--- src/rtl/display_update_ctrl.sv ---
// Display-path binary-to-BCD scheduler: round-robin arbitration of two sources,
// sequential double-dabble conversion, and held digit/blank/overflow outputs.
module display_update_ctrl #(
  parameter int unsigned WIDTH  = 21,
  parameter int unsigned DIGITS = 6
) (
  input  logic                  clk,
  input  logic                  reset,
  input  logic                  req_a,
  input  logic [WIDTH-1:0]      num_a,
  input  logic                  req_b,
  input  logic [WIDTH-1:0]      num_b,
  output logic                  ack_a,
  output logic                  ack_b,
  output logic                  busy,
  output logic [4*DIGITS-1:0]   bcd_out,
  output logic [DIGITS-1:0]     blank_mask,
  output logic                  ovf,
  output logic                  bcd_valid
);

  // Scratch digit count: ceil(WIDTH * log10(2)).
  localparam int unsigned SDigits = (WIDTH * 30103 + 99999) / 100000;
  localparam int unsigned CntW    = $clog2(WIDTH + 1);
  localparam logic [CntW-1:0] LastCnt = CntW'(WIDTH - 1);
  localparam logic [DIGITS-1:0] BlankRst = {{(DIGITS-1){1'b1}}, 1'b0};

  typedef enum logic [1:0] {StIdle, StConv, StDone} state_e;

  state_e                  state_q, state_d;
  logic [CntW-1:0]         cnt_q, cnt_d;
  logic [WIDTH-1:0]        bin_q, bin_d;
  logic [4*SDigits-1:0]    sc_q, sc_d;
  logic                    ptr_q, ptr_d;
  logic                    ack_a_q, ack_a_d;
  logic                    ack_b_q, ack_b_d;
  logic                    valid_q, valid_d;
  logic [4*DIGITS-1:0]     bcd_q, bcd_d;
  logic [DIGITS-1:0]       blank_q, blank_d;
  logic                    ovf_q, ovf_d;

  logic [4*SDigits-1:0]    sc_adj;
  logic [4*SDigits-1:0]    sc_shift;
  logic [WIDTH-1:0]        bin_shift;
  logic                    ovf_c;
  logic [4*DIGITS-1:0]     bcd_c;
  logic [DIGITS-1:0]       blank_c;
  logic                    upper_zero;
  logic                    grant_b;

  // One double-dabble step: add 3 to every digit >= 5, then shift left.
  always_comb begin
    sc_adj = sc_q;
    for (int unsigned i = 0; i < SDigits; i++) begin
      if (sc_q[4*i +: 4] >= 4'd5) begin
        sc_adj[4*i +: 4] = sc_q[4*i +: 4] + 4'd3;
      end
    end
  end

  assign {sc_shift, bin_shift} = {sc_adj, bin_q} << 1;

  // Final formatting of the scratch register into displayable outputs.
  always_comb begin
    ovf_c = 1'b0;
    for (int unsigned i = DIGITS; i < SDigits; i++) begin
      if (sc_q[4*i +: 4] != 4'd0) begin
        ovf_c = 1'b1;
      end
    end
    bcd_c      = ovf_c ? {DIGITS{4'h9}} : sc_q[4*DIGITS-1:0];
    blank_c    = '0;
    upper_zero = 1'b1;
    for (int i = int'(DIGITS) - 1; i >= 1; i--) begin
      if (sc_q[4*i +: 4] != 4'd0) begin
        upper_zero = 1'b0;
      end
      blank_c[i] = upper_zero & ~ovf_c;
    end
  end

  always_comb begin
    state_d = state_q;
    cnt_d   = cnt_q;
    bin_d   = bin_q;
    sc_d    = sc_q;
    ptr_d   = ptr_q;
    ack_a_d = 1'b0;
    ack_b_d = 1'b0;
    valid_d = 1'b0;
    bcd_d   = bcd_q;
    blank_d = blank_q;
    ovf_d   = ovf_q;
    grant_b = 1'b0;
    unique case (state_q)
      StIdle: begin
        if (req_a || req_b) begin
          // ptr_q=1 means B is favoured on contention.
          grant_b = req_b & (~req_a | ptr_q);
          ack_a_d = ~grant_b;
          ack_b_d = grant_b;
          ptr_d   = ~grant_b;
          bin_d   = grant_b ? num_b : num_a;
          sc_d    = '0;
          cnt_d   = '0;
          state_d = StConv;
        end
      end
      StConv: begin
        sc_d  = sc_shift;
        bin_d = bin_shift;
        cnt_d = cnt_q + CntW'(1);
        if (cnt_q == LastCnt) begin
          state_d = StDone;
        end
      end
      StDone: begin
        bcd_d   = bcd_c;
        blank_d = blank_c;
        ovf_d   = ovf_c;
        valid_d = 1'b1;
        state_d = StIdle;
      end
      default: state_d = StIdle;
    endcase
  end

  always_ff @(posedge clk) begin
    if (reset) begin
      state_q <= StIdle;
      cnt_q   <= '0;
      bin_q   <= '0;
      sc_q    <= '0;
      ptr_q   <= 1'b0;
      ack_a_q <= 1'b0;
      ack_b_q <= 1'b0;
      valid_q <= 1'b0;
      bcd_q   <= '0;
      blank_q <= BlankRst;
      ovf_q   <= 1'b0;
    end else begin
      state_q <= state_d;
      cnt_q   <= cnt_d;
      bin_q   <= bin_d;
      sc_q    <= sc_d;
      ptr_q   <= ptr_d;
      ack_a_q <= ack_a_d;
      ack_b_q <= ack_b_d;
      valid_q <= valid_d;
      bcd_q   <= bcd_d;
      blank_q <= blank_d;
      ovf_q   <= ovf_d;
    end
  end

  // The bcd_valid cycle is already IDLE but still counts as busy.
  assign busy       = (state_q != StIdle) | valid_q;
  assign ack_a      = ack_a_q;
  assign ack_b      = ack_b_q;
  assign bcd_valid  = valid_q;
  assign bcd_out    = bcd_q;
  assign blank_mask = blank_q;
  assign ovf        = ovf_q;

endmodule

--- config.mk ---
export PLATFORM = sky130hd
export DESIGN_NAME = display_update_ctrl
export DESIGN_NICKNAME = d
export VERILOG_FILES = /design/src/rtl/display_update_ctrl.sv
export SDC_FILE = /design/constraint.sdc
export NUM_CORES = 1
export LEC_CHECK = 0
export BUFFER_PORTS_ARGS = -buffer_cell sky130_fd_sc_hd__buf_2
export CORE_UTILIZATION = 30
export CTS_BUF_LIST = sky130_fd_sc_hd__clkbuf_4
export DETAILED_ROUTE_END_ITERATION = 10
export MAX_ROUTING_LAYER = met4
export PLACE_DENSITY = 0.51
export SKIP_LAST_GASP = 1
export SYNTH_ARGS = -nofsm -noshare
export SYNTH_HDL_FRONTEND = slang
export SYNTH_SLANG_ARGS = --single-unit
export TNS_END_PERCENT = 20
--- constraint.sdc ---
create_clock -name clk -period 2.1 [get_ports clk]
set_clock_uncertainty 0.05 [all_clocks]
set_input_delay 0.21 -clock clk [delete_from_list [all_inputs] [get_ports clk]]
set_output_delay 0.21 -clock clk [all_outputs]
set_load 0.01 [all_outputs]
# [Word-level counts from Yosys, hierarchy flattened]
# Cells that the tools add are included.
[classes] add_sub_neg=8 n_mux=25 n_eq_ne=5 reduce_logical=14 n_bitwise=13 magnitude_cmp=7
[ops] operator="$pmux 28 s2" n=1
[ops] operator="$mux 21" n=2
[ops] operator="$pmux 21 s2" n=1
[ops] operator="$ge 4x3->1 const B" n=7
[ops] operator="$mux 28" n=1
[ops] operator="$add 4x2->4 const B" n=6
[ops] operator="$mux 24" n=1
[ops] operator="$mux 4" n=6
[ops] operator="$reduce_bool 4->1" n=6
[ops] operator="$pmux 5 s2" n=1
[ops] operator="$mux 1" n=7
[ops] operator="$and 1x1->1" n=6
[ops] operator="$reduce_and 2->1" n=3
[ops] operator="$add 5x1->5 const B" n=1
[ops] operator="$eq 5x5->1 const B" n=1
[ops] operator="$mux 5" n=1
[ops] operator="$not 1->1" n=5
[ops] operator="$mux 2" n=2
[ops] operator="$ne 2x2->1 const B" n=2
[ops] operator="$pmux 2 s2" n=1
[ops] operator="$reduce_bool 2->1" n=2
[ops] operator="$add 3x2->3 const B" n=1
[ops] operator="$mux 3" n=1
[ops] operator="$reduce_or 3->1" n=1
[ops] operator="5 further kinds" n=6
[word_totals] ff_bits=90 output_inout_bits=35 inputBits=46 word_cells=83

# [Depth between registers and ports, before layout]
[depth] word_depth=7 mapped_depth=7 ltp_nobuf=6

# [Least setup slack after synthesis]
# OpenSTA, ideal clock, no wires.
[synth_timing] path_type="flip-flop to flip-flop" from="reg sc_q[12]" to="reg blank_q[1], in the netlist blank_mask[1]" n_path_buf=0 stages_incl_launch_ff=7 arrival_time_ps=1420 path_slack_ps=561 synth_period_minus_slack_ps=1539 t_required_ps=1981 setup_time_ps=69 path_cell_list="dfxtp_1 inv_1 ha_1 or3b_1 nor4b_1 nand3_1 o21ai_1"
[synth_via] elab_chain_cells=5
[synth_rtl] item="start: declaration" line="33" text="logic [4*SDigits-1:0] sc_q, sc_d;"
[synth_rtl] item="start signal: assignment" line="133" text="sc_q <= '0;"
[synth_rtl] item="start signal: assignment" line="145" text="sc_q <= sc_d;"
[synth_rtl] item="$reduce_bool 4->1" line="75" text="if (sc_q[4*i +: 4] != 4'd0) begin"
[synth_rtl] item="$mux 1 (3 in series)" line="75"
[synth_rtl] item="$and 1x1->1" line="78" text="blank_c[i] = upper_zero & ~ovf_c;"
[synth_rtl] item="end signal: assignment" line="139" text="blank_q <= BlankRst;"
[synth_rtl] item="end signal: assignment" line="151" text="blank_q <= blank_d;"
[synth_rtl] item="end: declaration" line="39" text="logic [DIGITS-1:0] blank_q, blank_d;"
# Every way passes these cells.
# A chain may end at the register's enable or synchronous reset.

# [Final worst setup path]
[layout_timing] from="reg ptr_q" to="reg bin_q[19]"
[layout_via] elab_chain_cells=5
[layout_rtl] item="start: declaration" line="34" text="logic ptr_q, ptr_d;"
[layout_rtl] item="start signal: assignment" line="146" text="ptr_q <= ptr_d;"
[layout_rtl] item="$or 1x1->1" line="99" text="grant_b = req_b & (~req_a | ptr_q);"
[layout_rtl] item="$and 1x1->1" line="99"
[layout_rtl] item="$mux 21" line="103" text="bin_d = grant_b ? num_b : num_a;"
[layout_rtl] item="$mux 21" line="97" text="if (req_a || req_b) begin"
[layout_rtl] item="$pmux 21 s2" line="95" text="unique case (state_q)"
[layout_rtl] item="end signal: assignment" line="144" text="bin_q <= bin_d;"
[layout_rtl] item="end: declaration" line="32" text="logic [WIDTH-1:0] bin_q, bin_d;"
# Every way passes these cells. The select of a mux whose other input is x is not followed.

==> flow_summary.toml <==
[placed_design]
port-buffer-count = 79
dpl.cell_count = 680
hpwl_um = 6550
place_congestion = 0.759

[drt]
remaining_drc_errors = 0
detail_route.first_pass.iterations = 4
detail_route.wl_per_cell_um = 13.0
drtIter0Drc = 167
postRouteWirelength_um = 9550
avgViaCountPerCell = 4.79
via_count = 3522
antenna_left = 0

[die]
cell_row_count = 41
core_region_area_mm2 = 0.0129
design.die.area_mm2 = 0.0139
initial_utilization_pct = 31.3
boundaryPins = 81
die_x_um = 118
fp.dieH_um = 118

[grt]
antenna_found_initial = 0
grt_pass1_vias = 3497
grt.total_usage_pct = 15.3
globalRoute.totalOverflow = 0
wire_length_of_the_first_global_routing_pass_um = 16600
grt_max_degree = 41

[clock_network]
tritoncts_clock_tree = "yes"
htree_levels = 3
clock_latency_ns = 0.45
post_cts_resize_count = 0
path_clk_slew_ns = 0.13
tritoncts_num_sinks = 90
cts_hold_buf = 40
cts_inserted_buffers = 9
cts.repair_timing.setup_buffer_count = 0
cts_max_path_buffers = 2
root_buffer = "clkbuf_4"

[synth]
yosys.area.top_type_share_pct = 44.7
yosys.cell_types.count = 41
synth_area_leader_cell = "dfxtp_1"
synth_warn = 0
synthesis.area_mm2 = 0.00403
postSynthRegisterBits = 90
ys_top_cells_by_area = "dfxtp_1, mux2i_1, ha_1, a22oi_1, o21ai_1"
synthCells = 443
synth-seq-area-share_pct = 44.7
avgSynthCellArea_um2 = 9.10
mappedNetlistNets = 510

[timing]
post_route_setup_tns_ns = 0
finalSetupViolCount = 0
maxClockFrequency_mhz = 552
worst_slew_pin_slew_ns = 0.576
grt_setup_unrepaired = "false"
slew-limit-headroom_pct = 61.5
hold_viol = 0
layout_worst_path_cycle_share_pct = 86.3
final_period_minus_worst_setup_slack_ns = 1.81
final-max-slew-violation-count = 0

[worst_setup_path]
cp.required_ns = 2.40
timing.critical_path.from_type = "flip-flop"
timing.critical_path.cells = "o21ai_2, buf_4, mux2i_1, dlygate4sd3_1, o21ai_1"
crit_slowest_cell = "dlygate4sd3_1"
critical_path_arrival_ns = 2.11
critical_path.endpoint_type = "flip-flop"
critical-path-max-stage-delay_ns = 0.57
setup.worst_path.class = "reg -> reg"
worst-path-max-fanout = 24

[layout]
final_layout_size_suffix_gt1_share_pct = 20.2
num_antenna_cells = 0
post_layout_nonfiller_instances = 736
area_delta_synth_final_pct = 29.3
final_common_cell = "dfxtp_1"
finish.net_count = 626
leading_cell_types_in_the_layout_fill_and_taps_excluded = "dfxtp_1, buf_2, nor2_1"

[pwr]
power_leakage_nw = 2.19
irDropWorstVdd_mv = 0.302
power_per_cell_area_mw_per_mm2 = 637
total_power_mw = 3.32

[worst_hold_path]
hold_class = "in -> reg"

[flow_run]
number_of_max_capacitance_violations_reported = 0

[run_status]
run_status = "complete, no violations"
path summary, 6_finish.rpt:
path | startpoint | end | slack (ns) | cells past startpoint
max | ptr_q$_SDFFE_PP0N_ | bin_q[19]$_SDFFE_PP0P_ | 0.29 | 5
min | num_b[0] | bin_q[0]$_SDFFE_PP0P_ | 0.05 | 3
max reg2reg | ptr_q$_SDFFE_PP0N_ | bin_q[19]$_SDFFE_PP0P_ | 0.29 | 5
min reg2reg | sc_q[25]$_SDFFE_PP0P_ | sc_q[25]$_SDFFE_PP0P_ | 0.42 | 2
per-stage QoR:
stage	hold WS, ns	setup slack, ns	cell area, um^2	utilization [%]
after floorplan	0.333	0.561	4030	-
after global placement	0.386	0.467	4630	35.9
after detailed placement	0.402	0.361	4630	35.9
after CTS	0.0239	0.267	5210	40.5
after global routing	0.0464	0.134	5210	40.5
final	0.0539	0.287	5210	40.5
cells by family after synthesis:
family	count (synthesis)	share of synthesized area, %
adder cells (fa/ha/maj)	21	6.52
multiplexers	29	7.20
AND/OR/NAND/NOR	120	14.5
other	1	0.0930
AO/OA/AOI/OAI	129	20.2
flip-flops	90	44.7
buffers and inverters	45	5.12
XOR/XNOR	8	1.74
layout make-up:
class / instances / area [um^2]
clock inverter: 5 / 103
clock buffer: 11 / 82.6
fill: 1312 / 7660
sequential: 90 / 1800
timing repair buffer: 132 / 918
multi-input combinational: 308 / 2030
tap: 172 / 215
inverter: 18 / 67.6
state kept, by name, indices dropped and copies added (netlist names):
register	count
cnt_q	5
ack_b	1
state_q	2
bcd_out	24
bcd_valid	1
sc_q	28
ovf	1
bin_q	21
ptr_q	1
blank_mask	5
ack_a	1
report_power, final:
part / switching [mW] / total (mW) / leakage (nW) / internal (mW)
Sequential: 0.0287 / 1.78 / 0.730 / 1.76
Clock: 0.583 / 1.21 / 0.0971 / 0.628
Combinational: 0.152 / 0.327 / 1.36 / 0.175
critical path: cells and delay by family (launching register included):
family | cells | cell delay [ns]
buffers and inverters | 2 | 0.91
AOI/OAI and AO/OA | 2 | 0.17
DFF | 1 | 0.35
muxes | 1 | 0.23
cells in the mapped netlist, drive strengths merged:
cell type  count
nand4          1
o211ai         3
o21ai         43
nor3          17
dfxtp         90
and3           1
conb           1
o31ai          7
or3            4
nand4b         1
clkbuf         9
or2            1
inv           18
a21oi         26
a31oi          1
xor2           1
nor3b          3
nand2b        12
nand3b         1
mux2i         29
nor4b          1
a211oi         7
nor2b          2
nand3         10
ha            21
a22oi         34
nor2          46
or3b           1
xnor2          7
a22o           7
nand2         19
a221o          1
buf           18
layer usage:
layer	up-vias	track usage (%)	wire [um]
li1	1800	-	-
met1	1630	17.7	4360
met2	82	25.7	4640
met3	10	3.83	456
met4	0	5.29	100
met5	-	-	0
No activity file was read; power rests on OpenSTA's default activity.
